**src/rtl/if_prefetch_queue_pkg.sv**
```systemverilog
// Shared types and constants for the instruction prefetch front end.
package if_prefetch_queue_pkg;

   localparam int unsigned XLEN             = 32;
   localparam logic [31:0] NOP              = 32'h0000_0000;
   localparam logic [31:0] RESET_PC_DEFAULT = 32'h0000_0000;

   typedef enum logic [1:0] {
      ST_FETCH = 2'd0,
      ST_WAIT  = 2'd1,
      ST_DROP  = 2'd2
   } fetch_state_e;

   typedef struct packed {
      logic [XLEN-1:0] pc;
      logic [XLEN-1:0] inst;
   } fetch_entry_t;

   // Jump keeps the region bits of the sequential PC; branch offsets are in words.
   function automatic logic [XLEN-1:0] redirect_target(
      input logic [XLEN-1:0] pc,
      input logic            jump,
      input logic [XLEN-1:0] branch_offset,
      input logic [25:0]     jump_address
   );
      logic [XLEN-1:0] pc_plus4;
      pc_plus4 = pc + XLEN'(4);
      if (jump) return {pc_plus4[31:28], jump_address, 2'b00};
      return pc_plus4 + {branch_offset[29:0], 2'b00};
   endfunction

endpackage

```
**src/rtl/if_prefetch_queue_inst_fifo.sv**
```systemverilog
// Circular buffer of fetched {PC, instruction} pairs; flush wins over push/pop.
module if_prefetch_queue_inst_fifo
   import if_prefetch_queue_pkg::*;
#(
   parameter int unsigned DEPTH = 4
) (
   input  logic                   clk,
   input  logic                   rst,
   input  logic                   push,
   input  logic                   pop,
   input  logic                   flush,
   input  fetch_entry_t           wdata,
   output fetch_entry_t           rdata,
   output logic                   full,
   output logic                   empty,
   output logic [$clog2(DEPTH):0] count
);

   localparam int unsigned PTR_W = $clog2(DEPTH);
   localparam int unsigned CNT_W = PTR_W + 1;

   fetch_entry_t     mem_q [DEPTH];
   logic [PTR_W-1:0] wr_ptr_q, wr_ptr_d;
   logic [PTR_W-1:0] rd_ptr_q, rd_ptr_d;
   logic [CNT_W-1:0] count_q, count_d;

   always_comb begin
      wr_ptr_d = wr_ptr_q;
      rd_ptr_d = rd_ptr_q;
      count_d  = count_q;
      if (flush) begin
         wr_ptr_d = '0;
         rd_ptr_d = '0;
         count_d  = '0;
      end else begin
         if (push) wr_ptr_d = wr_ptr_q + PTR_W'(1);
         if (pop)  rd_ptr_d = rd_ptr_q + PTR_W'(1);
         case ({push, pop})
            2'b10:   count_d = count_q + CNT_W'(1);
            2'b01:   count_d = count_q - CNT_W'(1);
            default: count_d = count_q;
         endcase
      end
   end

   always_ff @(posedge clk or posedge rst) begin
      if (rst) begin
         wr_ptr_q <= '0;
         rd_ptr_q <= '0;
         count_q  <= '0;
      end else begin
         wr_ptr_q <= wr_ptr_d;
         rd_ptr_q <= rd_ptr_d;
         count_q  <= count_d;
      end
   end

   // Storage needs no reset: count gates every read.
   always_ff @(posedge clk) begin
      if (push && !flush) mem_q[wr_ptr_q] <= wdata;
   end

   assign rdata = mem_q[rd_ptr_q];
   assign full  = (count_q == CNT_W'(DEPTH));
   assign empty = (count_q == '0);
   assign count = count_q;

endmodule

```
**src/rtl/if_prefetch_queue.sv**
```systemverilog
// Fetch front end: one-outstanding memory requests, prefetch queue, registered decode output.
module if_prefetch_queue
   import if_prefetch_queue_pkg::*;
#(
   parameter int unsigned DEPTH    = 4,
   parameter logic [31:0] RESET_PC = RESET_PC_DEFAULT
) (
   input  logic        Clk,
   input  logic        Reset,
   input  logic        Branch,
   input  logic        Jump,
   input  logic        Stall,
   input  logic [31:0] BranchOffset,
   input  logic [25:0] JumpAddress,
   output logic        MemReq,
   output logic [31:0] MemAddr,
   input  logic        MemReady,
   input  logic        MemValid,
   input  logic [31:0] MemData,
   output logic [31:0] Inst,
   output logic [31:0] InstPC,
   output logic        InstValid
);

   localparam int unsigned CNT_W = $clog2(DEPTH) + 1;

   fetch_state_e     state_q, state_d;
   logic [31:0]      fetch_pc_q, fetch_pc_d;
   logic [31:0]      inst_q, inst_d;
   logic [31:0]      inst_pc_q, inst_pc_d;
   logic             inst_valid_q, inst_valid_d;
   logic             redirect_c, mem_req_c, push_c, pop_c;
   logic [31:0]      target_c;
   fetch_entry_t     head, push_entry;
   logic             q_full, q_empty;
   logic [CNT_W-1:0] q_count;

   always_comb begin
      redirect_c = (Branch | Jump) & inst_valid_q & ~Stall;
      target_c   = redirect_target(inst_pc_q, Jump, BranchOffset, JumpAddress);
      mem_req_c  = (state_q == ST_FETCH) && (q_count < CNT_W'(DEPTH)) && !redirect_c && !Reset;
      pop_c      = !redirect_c && !Stall && !q_empty;
      push_entry = '{pc: fetch_pc_q - 32'd4, inst: MemData};
   end

   // Memory FSM; FetchPC has already advanced past the outstanding word.
   always_comb begin
      state_d    = state_q;
      fetch_pc_d = fetch_pc_q;
      push_c     = 1'b0;
      case (state_q)
         ST_FETCH: begin
            if (mem_req_c && MemReady) begin
               state_d    = ST_WAIT;
               fetch_pc_d = fetch_pc_q + 32'd4;
            end
         end
         ST_WAIT: begin
            if (MemValid) begin
               state_d = ST_FETCH;
               push_c  = !redirect_c && (!q_full || pop_c);
            end else if (redirect_c) begin
               state_d = ST_DROP;
            end
         end
         ST_DROP: begin
            if (MemValid) state_d = ST_FETCH;
         end
         default: state_d = ST_FETCH;
      endcase
      if (redirect_c) fetch_pc_d = target_c;
   end

   always_comb begin
      inst_d       = inst_q;
      inst_pc_d    = inst_pc_q;
      inst_valid_d = inst_valid_q;
      if (redirect_c) begin
         inst_d       = NOP;
         inst_valid_d = 1'b0;
      end else if (!Stall) begin
         if (!q_empty) begin
            inst_d       = head.inst;
            inst_pc_d    = head.pc;
            inst_valid_d = 1'b1;
         end else begin
            inst_d       = NOP;
            inst_valid_d = 1'b0;
         end
      end
   end

   always_ff @(posedge Clk or posedge Reset) begin
      if (Reset) begin
         state_q      <= ST_FETCH;
         fetch_pc_q   <= RESET_PC;
         inst_q       <= NOP;
         inst_pc_q    <= '0;
         inst_valid_q <= 1'b0;
      end else begin
         state_q      <= state_d;
         fetch_pc_q   <= fetch_pc_d;
         inst_q       <= inst_d;
         inst_pc_q    <= inst_pc_d;
         inst_valid_q <= inst_valid_d;
      end
   end

   if_prefetch_queue_inst_fifo #(.DEPTH(DEPTH)) u_fifo (
      .clk   (Clk),
      .rst   (Reset),
      .push  (push_c),
      .pop   (pop_c),
      .flush (redirect_c),
      .wdata (push_entry),
      .rdata (head),
      .full  (q_full),
      .empty (q_empty),
      .count (q_count)
   );

   assign MemReq    = mem_req_c;
   assign MemAddr   = fetch_pc_q;
   assign Inst      = inst_q;
   assign InstPC    = inst_pc_q;
   assign InstValid = inst_valid_q;

endmodule

```
**config.mk**
```make
export PLATFORM = sky130hd
export DESIGN_NAME = if_prefetch_queue
export DESIGN_NICKNAME = d
export VERILOG_FILES = /design/src/rtl/if_prefetch_queue_pkg.sv /design/src/rtl/if_prefetch_queue_inst_fifo.sv /design/src/rtl/if_prefetch_queue.sv
export SDC_FILE = /design/constraint.sdc
export NUM_CORES = 1
export LEC_CHECK = 0
export BUFFER_PORTS_ARGS = -buffer_cell sky130_fd_sc_hd__buf_4
export CORE_MARGIN = 4
export CORE_UTILIZATION = 23
export CTS_BUF_LIST = sky130_fd_sc_hd__clkbuf_4 sky130_fd_sc_hd__clkbuf_8
export DETAILED_ROUTE_END_ITERATION = 8
export GPL_TIMING_DRIVEN = 0
export HOLD_SLACK_MARGIN = 0.06
export MAX_ROUTING_LAYER = met4
export SETUP_SLACK_MARGIN = 0.02
export SLEW_MARGIN = 20
export SYNTH_ARGS = -nofsm -noshare
export SYNTH_HDL_FRONTEND = slang
export SYNTH_HIERARCHICAL = 1
export SYNTH_SLANG_ARGS = --single-unit
```
**constraint.sdc**
```tcl
create_clock -name Clk -period 3.73 [get_ports Clk]
set_input_delay 0.373 -clock Clk [delete_from_list [all_inputs] [get_ports Clk]]
set_output_delay 0.373 -clock Clk [all_outputs]
set_load 0.01 [all_outputs]
```
==> flow_metrics.env <==
export IMPL_netlist_cell_type_count=67
export IMPL_ys_flop_type="edfxtp_1"
export IMPL_p_per_area_mw_per_mm2=776
export IMPL_cts_htree_levels=2
export IMPL_setup_slack_ps=111
export IMPL_antenna_found_initial=3
export IMPL_grt_pass1_vias=11830
export IMPL_nNetsFinal=1651
export IMPL_critPathSlowestCell="dfrtp_2"
export IMPL_slew_violations=0
export IMPL_grt_max_degree=63
export IMPL_cts_buffers=61
export IMPL_die_y_um=278
export IMPL_yosysTopAreaCellShare_pct=45.7
export IMPL_synth_area_sq_mm=0.0168
export IMPL_vias=11562
export IMPL_hold_viol_final=0
export IMPL_cts_tree="yes"
export IMPL_start_util_pct=23.4
export IMPL_synth_area_top_cells="edfxtp_1, dfrtp_1, mux4_2"
export IMPL_tightest_slew_ps=902
export IMPL_hold_class="input pin to flop"
export IMPL_syn_num_nets=1307
export IMPL_path_class="flop to flop"
export IMPL_setup_tns_ps=0
export IMPL_setup_viol=0
export IMPL_clock_sinks=362
export IMPL_synth_top_cell_by_area="edfxtp_1"
export IMPL_viasPerCell=4.59
export IMPL_final_core_util_pct=30.7
export IMPL_dieArea_sq_mm=0.0775
export IMPL_arrival_ps=4190
export IMPL_period_share_pct=97.0
export IMPL_synth_edf_count=256
export IMPL_placed_area_sq_mm=0.0196
export IMPL_rsz0062_at_grt="yes"
export IMPL_skew_ps=26.5
export IMPL_max_stage_delay_ps=440
export IMPL_routed_wl_mm=55.1
export IMPL_io_buffers=190
export IMPL_maxCapViolCount=0
export IMPL_cp_max_fo=6
export IMPL_avgSynthCellArea_sq_um=14.4
export IMPL_dp_hpwl_mm=38.4
export IMPL_fp_dieW_um=278
export IMPL_gp_congestion=0.875
export IMPL_p_total_mw=17.1
export IMPL_vdd_drop_max_uv=382
export IMPL_yosysWarningCount=6
export IMPL_slew_headroom_pct=39.9
export IMPL_synth_seq_area_share_pct=61.5
export IMPL_holdWs_ps=132
export IMPL_io_pins=195
export IMPL_endpoint_kind="flop"
export IMPL_synth_seq_cells=362
export IMPL_final_area_sq_mm=0.0221
export IMPL_synthToLayoutAreaGrowth_pct=31.3
export IMPL_fin_cells=2517
export IMPL_clock_fmax_mhz=276
export IMPL_status="complete, no violations"
export IMPL_overflow=0
export IMPL_core_area_sq_mm=0.0720
export IMPL_ys_async_sr_fraction_pct=29.3
export IMPL_grt_usage_pct=14.1
export IMPL_leakagePower_nw=8.25
export IMPL_cts_path_max_buffers=3
export IMPL_root_buffer="clkbuf_8"
export IMPL_synthCells=1167
export IMPL_rows=98
export IMPL_clkTransAtPathRegs_ps=70
export IMPL_required_ps=4300
export IMPL_drtIter0Drc=909
export IMPL_drc=0
export IMPL_worst_setup_path_start_kind="flop"
export IMPL_grt_pass1_wl_mm=79.1
export IMPL_wire_per_inst_um=21.9
export IMPL_layout_drive_gt1_share_pct=33.3
export IMPL_critical_path_n_buffers_inverters=1
export IMPL_place_inst=2312
export IMPL_ant_nets=0
export IMPL_path_cells="and4_4 > nand4_1 > buf_6 > nor2_4 > and2_4 > nand2_4 > xnor2_4 > ha_4 > nand2_4 > nor2_4 > nand4_1 > a311oi_4 > o211ai_1 > a21o_1 > a311o_1 > o211ai_1"
export IMPL_cp_top_family="compound AO/OA/AOI/OAI gates"
export IMPL_layout_min_cycle_time_ps=3620
export IMPL_drt_first_pass_iters=5
export IMPL_clk_latency_ps=660
export IMPL_dp_slack_ps=-1140
synth_stat cells, drive strengths merged, types with 9 or more instances:
cell / number
nand3: 34
edfxtp: 256
a22o: 32
xor2: 40
mux2: 31
inv: 28
a21oi: 38
dfrtp: 106
mux4: 64
o21a: 9
and3: 13
and2: 11
ha: 41
o21ai: 32
a21o: 16
nor3: 21
buf: 20
a211oi: 17
nand4: 17
nand2: 71
clkbuf: 38
nor2: 67
xnor2: 66
cell families after synthesis:
kind of cell | Yosys count | synth area share [%]
DFF | 362 | 61.5
and+or+nand+nor | 278 | 8.48
AOI/OAI and AO/OA | 188 | 7.75
xor gates and xnor gates | 106 | 5.52
muxes | 103 | 11.1
buffers and inverters | 87 | 2.36
adders and majority gates | 43 | 3.29
cells in the final DEF (no fill, tap or decap), types with 6 or more instances in the layout:
| cell | instances |
|---|---|
| a211oi_1 | 13 |
| a21o_1 | 16 |
| a21oi_1 | 33 |
| a22o_1 | 32 |
| and2_4 | 6 |
| and3_1 | 10 |
| and4_1 | 6 |
| buf_2 | 9 |
| buf_4 | 219 |
| buf_6 | 7 |
| bufinv_16 | 7 |
| clkbuf_1 | 32 |
| clkbuf_4 | 18 |
| clkbuf_8 | 64 |
| clkinv_1 | 12 |
| clkinv_2 | 15 |
| dfrtp_1 | 97 |
| dfrtp_2 | 9 |
| dlygate4sd3_1 | 57 |
| edfxtp_1 | 256 |
| ha_1 | 34 |
| inv_1 | 27 |
| mux2_2 | 31 |
| mux2i_1 | 8 |
| mux4_2 | 64 |
| nand2_1 | 68 |
| nand3_1 | 32 |
| nand4_1 | 17 |
| nor2_1 | 61 |
| nor3_1 | 18 |
| nor4_1 | 8 |
| o211ai_1 | 8 |
| o21a_1 | 9 |
| o21ai_0 | 27 |
| xnor2_1 | 65 |
| xor2_1 | 39 |
final timing paths:
| kind | cells after the start | slack [ps] | endpoint | startpoint |
|---|---|---|---|---|
| max | 16 | 110 | MemAddr[31] | InstPC[8] |
| min | 3 | 130 | MemAddr[24] | JumpAddress[22] |
| max reg2reg | 16 | 110 | MemAddr[31] | InstPC[8] |
| min reg2reg | 1 | 510 | Inst[30] | Inst[30] |
| max in group asynchronous | 4 | 2690 | InstPC[10] | Reset |
| min in group asynchronous | 3 | 270 | u_fifo/count[2] | Reset |
sequential cells by signal (all words and copies together) (netlist names):
name             cells
InstValid            1
u_fifo/rd_ptr_q      2
u_fifo/wr_ptr_q      2
InstPC              32
u_fifo/mem_q       256
Inst                32
state_q              2
u_fifo/count         3
MemAddr             32
per-layer routing:
layer / GRT usage, % / routed length, um
met1: 18.4 / 23900
met2: 22.2 / 25800
met3: 3.54 / 4340
met4: 3.51 / 1040
met5: - / 0
report_power, final:
| part | leakage [nW] | internal [mW] | switching, mW | total (mW) |
|---|---|---|---|---|
| Sequential | 3.59 | 5.25 | 0.884 | 6.13 |
| Combinational | 3.94 | 3.28 | 3.79 | 7.07 |
| Clock | 0.721 | 2.25 | 1.68 | 3.92 |
| Total | 8.25 | 10.8 | 6.35 | 17.1 |
cell type report:
| cell class | instances | area [sq um] |
|---|---|---|
| inverters | 29 | 114 |
| flip-flops and latches | 362 | 10400 |
| well taps | 950 | 1190 |
| clock buffers | 81 | 1000 |
| repair buffers | 279 | 2350 |
| fillers | 7257 | 49900 |
| plain buffers | 56 | 303 |
| multi-input cells | 722 | 6410 |
| diodes | 3 | 7.51 |
| clock inverters | 35 | 347 |
timing repair:
action / CTS / global route
setup endpoints to repair: 272 / 64
pin swaps: 9 / 30
setup buffers: 8 / 19
resized for setup: 49 / 35
hold endpoints to repair: 197 / 0
hold buffers: 57 / 0
cloned: 4 / 0
worst reg2reg max path: stages, from the launching register on:
cell      delay (ps)
dfrtp_2          440
and4_4           250
nand4_1          110
buf_6            160
nor2_4           210
and2_4           240
nand2_4           80
xnor2_4          170
ha_4             290
nand2_4           60
nor2_4           110
nand4_1          180
a311oi_4         420
o211ai_1         230
a21o_1           210
a311o_1          300
o211ai_1          80
(Power assumes the default switching activity.)
